[src/rtl/chacha20_block_sched.sv]
// ChaCha20 block scheduler: builds the core's initial state, launches one block at a time,
// and streams keystream blocks downstream. Optional macro: CHACHA_CTR_WRAP_CHK_EN.
module chacha20_block_sched #(
  parameter int MAX_BLOCKS_W = 16
) (
  input  logic                    clk,
  input  logic                    rst_n,
  input  logic [255:0]            key,
  input  logic [95:0]             nonce,
  input  logic [31:0]             ctr_init,
  input  logic [MAX_BLOCKS_W-1:0] num_blocks,
  input  logic                    start,
  input  logic                    abort,
  output logic                    busy,
  output logic                    done,
  output logic                    err,
  output logic [511:0]            core_state,
  output logic                    core_start,
  input  logic                    core_done,
  input  logic [511:0]            core_block,
  output logic [511:0]            ks_block,
  output logic                    ks_valid,
  input  logic                    ks_ready,
  output logic [31:0]             ks_ctr
);

  typedef enum logic [1:0] {S_IDLE, S_LAUNCH, S_WAIT, S_EMIT} state_t;

  localparam logic [127:0] SIGMA = {32'h6b206574, 32'h79622d32, 32'h3320646e, 32'h61707865};

  state_t                  state_q, state_d;
  logic [255:0]            key_q, key_d;
  logic [95:0]             nonce_q, nonce_d;
  logic [31:0]             ctr_q, ctr_d;
  logic [MAX_BLOCKS_W-1:0] rem_q, rem_d;
  logic [511:0]            ks_block_q, ks_block_d;
  logic [31:0]             ks_ctr_q, ks_ctr_d;
  logic                    done_q, done_d;
  logic                    err_q, err_d;
  logic                    loaded_q, loaded_d;
  logic                    wrap_rej;

`ifdef CHACHA_CTR_WRAP_CHK_EN
  // Reject jobs whose last block counter would not fit in 32 bits.
  logic [32:0] last_ctr;
  assign last_ctr = {1'b0, ctr_init} + 33'(num_blocks) - 33'd1;
  assign wrap_rej = last_ctr[32];
`else
  assign wrap_rej = 1'b0;
`endif

  always_comb begin
    state_d    = state_q;
    key_d      = key_q;
    nonce_d    = nonce_q;
    ctr_d      = ctr_q;
    rem_d      = rem_q;
    ks_block_d = ks_block_q;
    ks_ctr_d   = ks_ctr_q;
    loaded_d   = loaded_q;
    done_d     = 1'b0;
    err_d      = 1'b0;
    case (state_q)
      S_IDLE: begin
        if (start) begin
          if (num_blocks == '0) begin
            done_d = 1'b1;
          end else if (wrap_rej) begin
            err_d = 1'b1;
          end else begin
            key_d    = key;
            nonce_d  = nonce;
            ctr_d    = ctr_init;
            rem_d    = num_blocks;
            loaded_d = 1'b1;
            state_d  = S_LAUNCH;
          end
        end
      end
      S_LAUNCH: begin
        state_d = abort ? S_IDLE : S_WAIT;
      end
      S_WAIT: begin
        if (abort) begin
          state_d = S_IDLE;
        end else if (core_done) begin
          ks_block_d = core_block;
          ks_ctr_d   = ctr_q;
          state_d    = S_EMIT;
        end
      end
      S_EMIT: begin
        if (ks_ready) begin
          // A block handed over in the abort cycle still counts as delivered.
          ctr_d = ctr_q + 32'd1;
          rem_d = rem_q - MAX_BLOCKS_W'(1);
          if (abort) begin
            state_d = S_IDLE;
          end else if (rem_q == MAX_BLOCKS_W'(1)) begin
            done_d  = 1'b1;
            state_d = S_IDLE;
          end else begin
            state_d = S_LAUNCH;
          end
        end else if (abort) begin
          state_d = S_IDLE;
        end
      end
      default: state_d = S_IDLE;
    endcase
  end

  always_ff @(posedge clk or negedge rst_n) begin
    if (!rst_n) begin
      state_q    <= S_IDLE;
      key_q      <= '0;
      nonce_q    <= '0;
      ctr_q      <= '0;
      rem_q      <= '0;
      ks_block_q <= '0;
      ks_ctr_q   <= '0;
      done_q     <= 1'b0;
      err_q      <= 1'b0;
      loaded_q   <= 1'b0;
    end else begin
      state_q    <= state_d;
      key_q      <= key_d;
      nonce_q    <= nonce_d;
      ctr_q      <= ctr_d;
      rem_q      <= rem_d;
      ks_block_q <= ks_block_d;
      ks_ctr_q   <= ks_ctr_d;
      done_q     <= done_d;
      err_q      <= err_d;
      loaded_q   <= loaded_d;
    end
  end

  // State image stays all-zero until the first accepted job.
  assign core_state = loaded_q ? {nonce_q, ctr_q, key_q, SIGMA} : '0;
  assign core_start = (state_q == S_LAUNCH) && !abort;
  assign busy       = (state_q != S_IDLE);
  assign ks_valid   = (state_q == S_EMIT);
  assign ks_block   = ks_block_q;
  assign ks_ctr     = ks_ctr_q;
  assign done       = done_q;
  assign err        = err_q;

endmodule
[config.mk]
export PLATFORM = sky130hd
export DESIGN_NAME = chacha20_block_sched
export DESIGN_NICKNAME = d
export VERILOG_FILES = /design/src/rtl/chacha20_block_sched.sv
export SDC_FILE = /design/constraint.sdc
export NUM_CORES = 2
export LEC_CHECK = 0
export CAP_MARGIN = 20
export CORE_AREA = 2 2 776 778
export CTS_BUF_LIST = sky130_fd_sc_hd__clkbuf_4
export DETAILED_ROUTE_END_ITERATION = 10
export DIE_AREA = 0 0 778 780
export HOLD_SLACK_MARGIN = 0.08
export PLACE_DENSITY_LB_ADDON = 0.2
export REMOVE_ABC_BUFFERS = 1
export SLEW_MARGIN = 5
export SYNTH_ARGS = -nofsm -noshare
export SYNTH_HDL_FRONTEND = slang
export SYNTH_SLANG_ARGS = --single-unit
[constraint.sdc]
create_clock -name clk -period 3.59 [get_ports clk]
set_input_delay 0.718 -clock clk [delete_from_list [all_inputs] [get_ports clk]]
set_output_delay 0.718 -clock clk [all_outputs]
set_load 0.05 [all_outputs]
==> summary.txt <==
Final layout
  • Filler cell count: 67,900
  • Layout cell share with drive strength beyond 1: 27.8%
  • Finished layout cell area: 0.0856 sq mm
  • Area delta synth->final: 113%
  • Footprint of the multi-input gates: 0.0151 sq mm
  • Commonest non-fill, non-tap cell in the layout: clkdlybuf4s50_1
  • Finished Core Util: 14.3%
  • Final-stage net count: 7,752
  • Seq. cell area: 0.0237 sq mm
  • Commonest cells after routing, fill and taps aside: 1,130 x clkdlybuf4s50_1, 1,108 x nand2_1, 1,020 x dlygate4sd3_1

STA
  • Least-Margin Pin Slew: 1.10 ns
  • Setup TNS: 0 ns
  • Final min period: 3.56 ns
  • Unrepaired setup endpoints after global routing: true
  • Setup Skew: 0.172 ns
  • Final period utilization: 99.3%
  • Max_slew headroom: 26.8%
  • F_max: 281 MHz
  • Final setup viols: 0
  • Final Hold Fails: 0
  • Slew Viols, Final: 0

Yosys
  • Mapped Area: 0.0401 sq mm
  • Synth Instances: 3,642
  • Post-synth EDFFs: 0
  • Avg Cell Area, Syn: 11.0 sq um
  • Post-synthesis sequential area ratio: 59.1%
  • Yosys reg bits: 948
  • YS warnings: 0
  • Synth area leader: dfrtp_1
  • Top cell type's share of synthesized area: 59.1%
  • Synth cell types: 57
  • Synth async-reset ratio: 100%
  • Top FF cell, synth: dfrtp_1
  • Most area-consuming cells after synthesis: dfrtp_1 59%, mux2_2 15%, nand2_1 10%

Min path
  • HP Class: in -> reg
  • Hold Crit Start: core_block[40]

Floorplan
  • Placeable Area: 0.599 sq mm
  • Die Y: 780 um
  • Die area: 0.607 sq mm
  • Initial cell density of the core: 6.69%
  • Io pins: 1,979
  • Die width: 778 um
  • # rows: 285

Status
  • Status: complete, no violations

Routing
  • Via count: 42,600
  • Detailed Route WL: 432 mm
  • Antenna Nets Post-Route: 0
  • Drt pass-1 iters: 5
  • Wire per inst: 28.4 um
  • Drt initial violations: 1,936
  • Post-route DRC: 0
  • DR vias/cell: 2.80

Flow run
  • Maxcap violations: 0

Worst setup path
  • CP arrival: 2.85 ns
  • WS Path Type: reg -> out
  • Setup crit start: loaded_q
  • CP required: 2.87 ns
  • Maximum fanout along the worst path: 34
  • Reg2Reg Launch Point: state_q[0]
  • Kind of end point of the critical path: output port
  • Flop2flop setup slack: 0.28 ns
  • Worst setup SP type: flip-flop

Global route
  • Largest net degree at the start of global routing: 98
  • Number of global-route vias before repair: 45,900
  • GRT Total Usage: 13.6%
  • First-pass GRT wire length: 532 mm
  • Antenna violations before repair: 293
  • Grt total ovfl: 0

Power
  • Sw power: 47.1 mW
  • Comb pwr share: 61.9%
  • Switch share: 55.5%
  • Leakage: 37.9 nW
  • VDD IR max: 797 uV
  • Power, Total: 85.0 mW
  • Clock power frac: 15.0%
  • Sequential Power Share: 23.1%
  • Internal: 37.8 mW
  • PwrDens: 992 mW/mm^2

Place
  • Placed instance area: 0.0687 sq mm
  • Dpl hpwl: 365 mm
  • RD Place Congestion: 0.958
  • PortBufs: 1,905

Clock tree
  • CTS tree: done
  • Clk sinks: 948
  • Worst-path clk slew: 0.06 ns
  • Worst skew pair latency: 1.56 ns
  • Max clock buf depth: 4
  • CTS Buf Count: 336
  • CTS HTree Levels: 5
  • Root Driver: clkbuf_4
per-stage QoR:
step,hold WS [ns],std cells,worst slack (ns)
after CTS,0.0803,15100,-0.416
after global routing,0.195,15200,-0.252
after global placement,0.450,13500,-0.313
final,0.387,15200,0.0267
after detailed placement,0.454,13500,-0.266
after floorplan,0.422,3373,-19.92
synth_stat cells (all sizes together), types with 4 or more instances:
cell type and n:
a22oi 6, o32ai 4, nor3 17, a21oi 35
ha 7, o22ai 10, nand3 20, dfrtp 948
clkbuf 190, a211oi 4, mux2 537, nand4 12
or3 4, or4 8, nand2 1109, nor4 10
and2 385, mux2i 10, inv 19, buf 151
o22a 6, a31oi 7, o211ai 4, o21ai 47
o32a 4, nor2 36, and3 9
registers in the layout (all words and copies together), names as in the netlist:
signal,cells
ks_ctr,32
ks_block,512
key_q,256
ctr_q,32
nonce_q,96
loaded_q,1
rem_q,16
done,1
state_q,2
power groups by stage:
stage	logic (mW)	registers, mW	clock network (mW)
6_report	52.6	19.6	12.8
4_1_cts	52.3	19.7	13.7
3_5_place_dp	50.9	19.8	0
2_1_floorplan	16.2	28.8	0
5_1_grt	55.7	20.3	14.0
3_3_place_gp	51.0	19.8	0
logic make-up (layout without fill, tap and decap cells):
group	after synthesis	after routing	synth area share [%]
fa+ha+maj	7	7	0.218
simple gates	1624	1624	18.2
flops	948	948	59.1
mux	547	547	15.3
buf+inv	360	3714	4.63
compound gates	155	155	2.49
other cells	1	157	0.00934
path summary, 6_finish.rpt:
| path | depth (start not counted) | to |
|---|---|---|
| setup reg to reg | 8 | ctr_q[20] |
| hold reg to reg | 2 | nonce_q[25] |
| min in group asynchronous | 4 | ks_block[439] |
| max in group asynchronous | 4 | ks_block[145] |
| setup / recovery | 5 | core_state[340] |
| hold / removal | 3 | ks_block[40] |
layer usage:
metal | part of all wire, % | routed length (um) | up-vias | track usage [%]
met3 | 17 | 72200 | 773 | 9.69
met1 | 37 | 159000 | 20900 | 14.8
met2 | 43 | 184000 | 2444 | 20.9
met4 | 3.6 | 15400 | 90 | 3.96
met5 | 0.20 | 856 | - | 0.316
li1 | - | - | 18400 | -
repair_timing:
| item | CTS | global route |
|---|---|---|
| pin swaps | 1 | 1 |
| buffers inserted | 6 | 12 |
| hold buffers | 1021 | 0 |
| gates cloned | 11 | 15 |
| gates resized for setup | 1125 | 547 |
| endpoints found under the setup margin | 857 | 750 |
| hold endpoints to repair | 1791 | 0 |
critical path: stages (launching register included):
cell	delay, ns
dfrtp_4	0.51
buf_12	0.17
buf_12	0.16
clkbuf_16	0.20
and2_1	0.17
buf_4	0.19
layout make-up:
type / instances / area share (%)
inverters: 19 / 0.0833
multi-input cells: 2406 / 17.6
clock inverters: 88 / 0.552
diodes: 84 / 0.245
flip-flops and latches: 948 / 27.7
clock buffers: 491 / 4.30
well taps: 8036 / 11.7
repair buffers: 3116 / 37.7
Power figures use the tool's default switching activity.
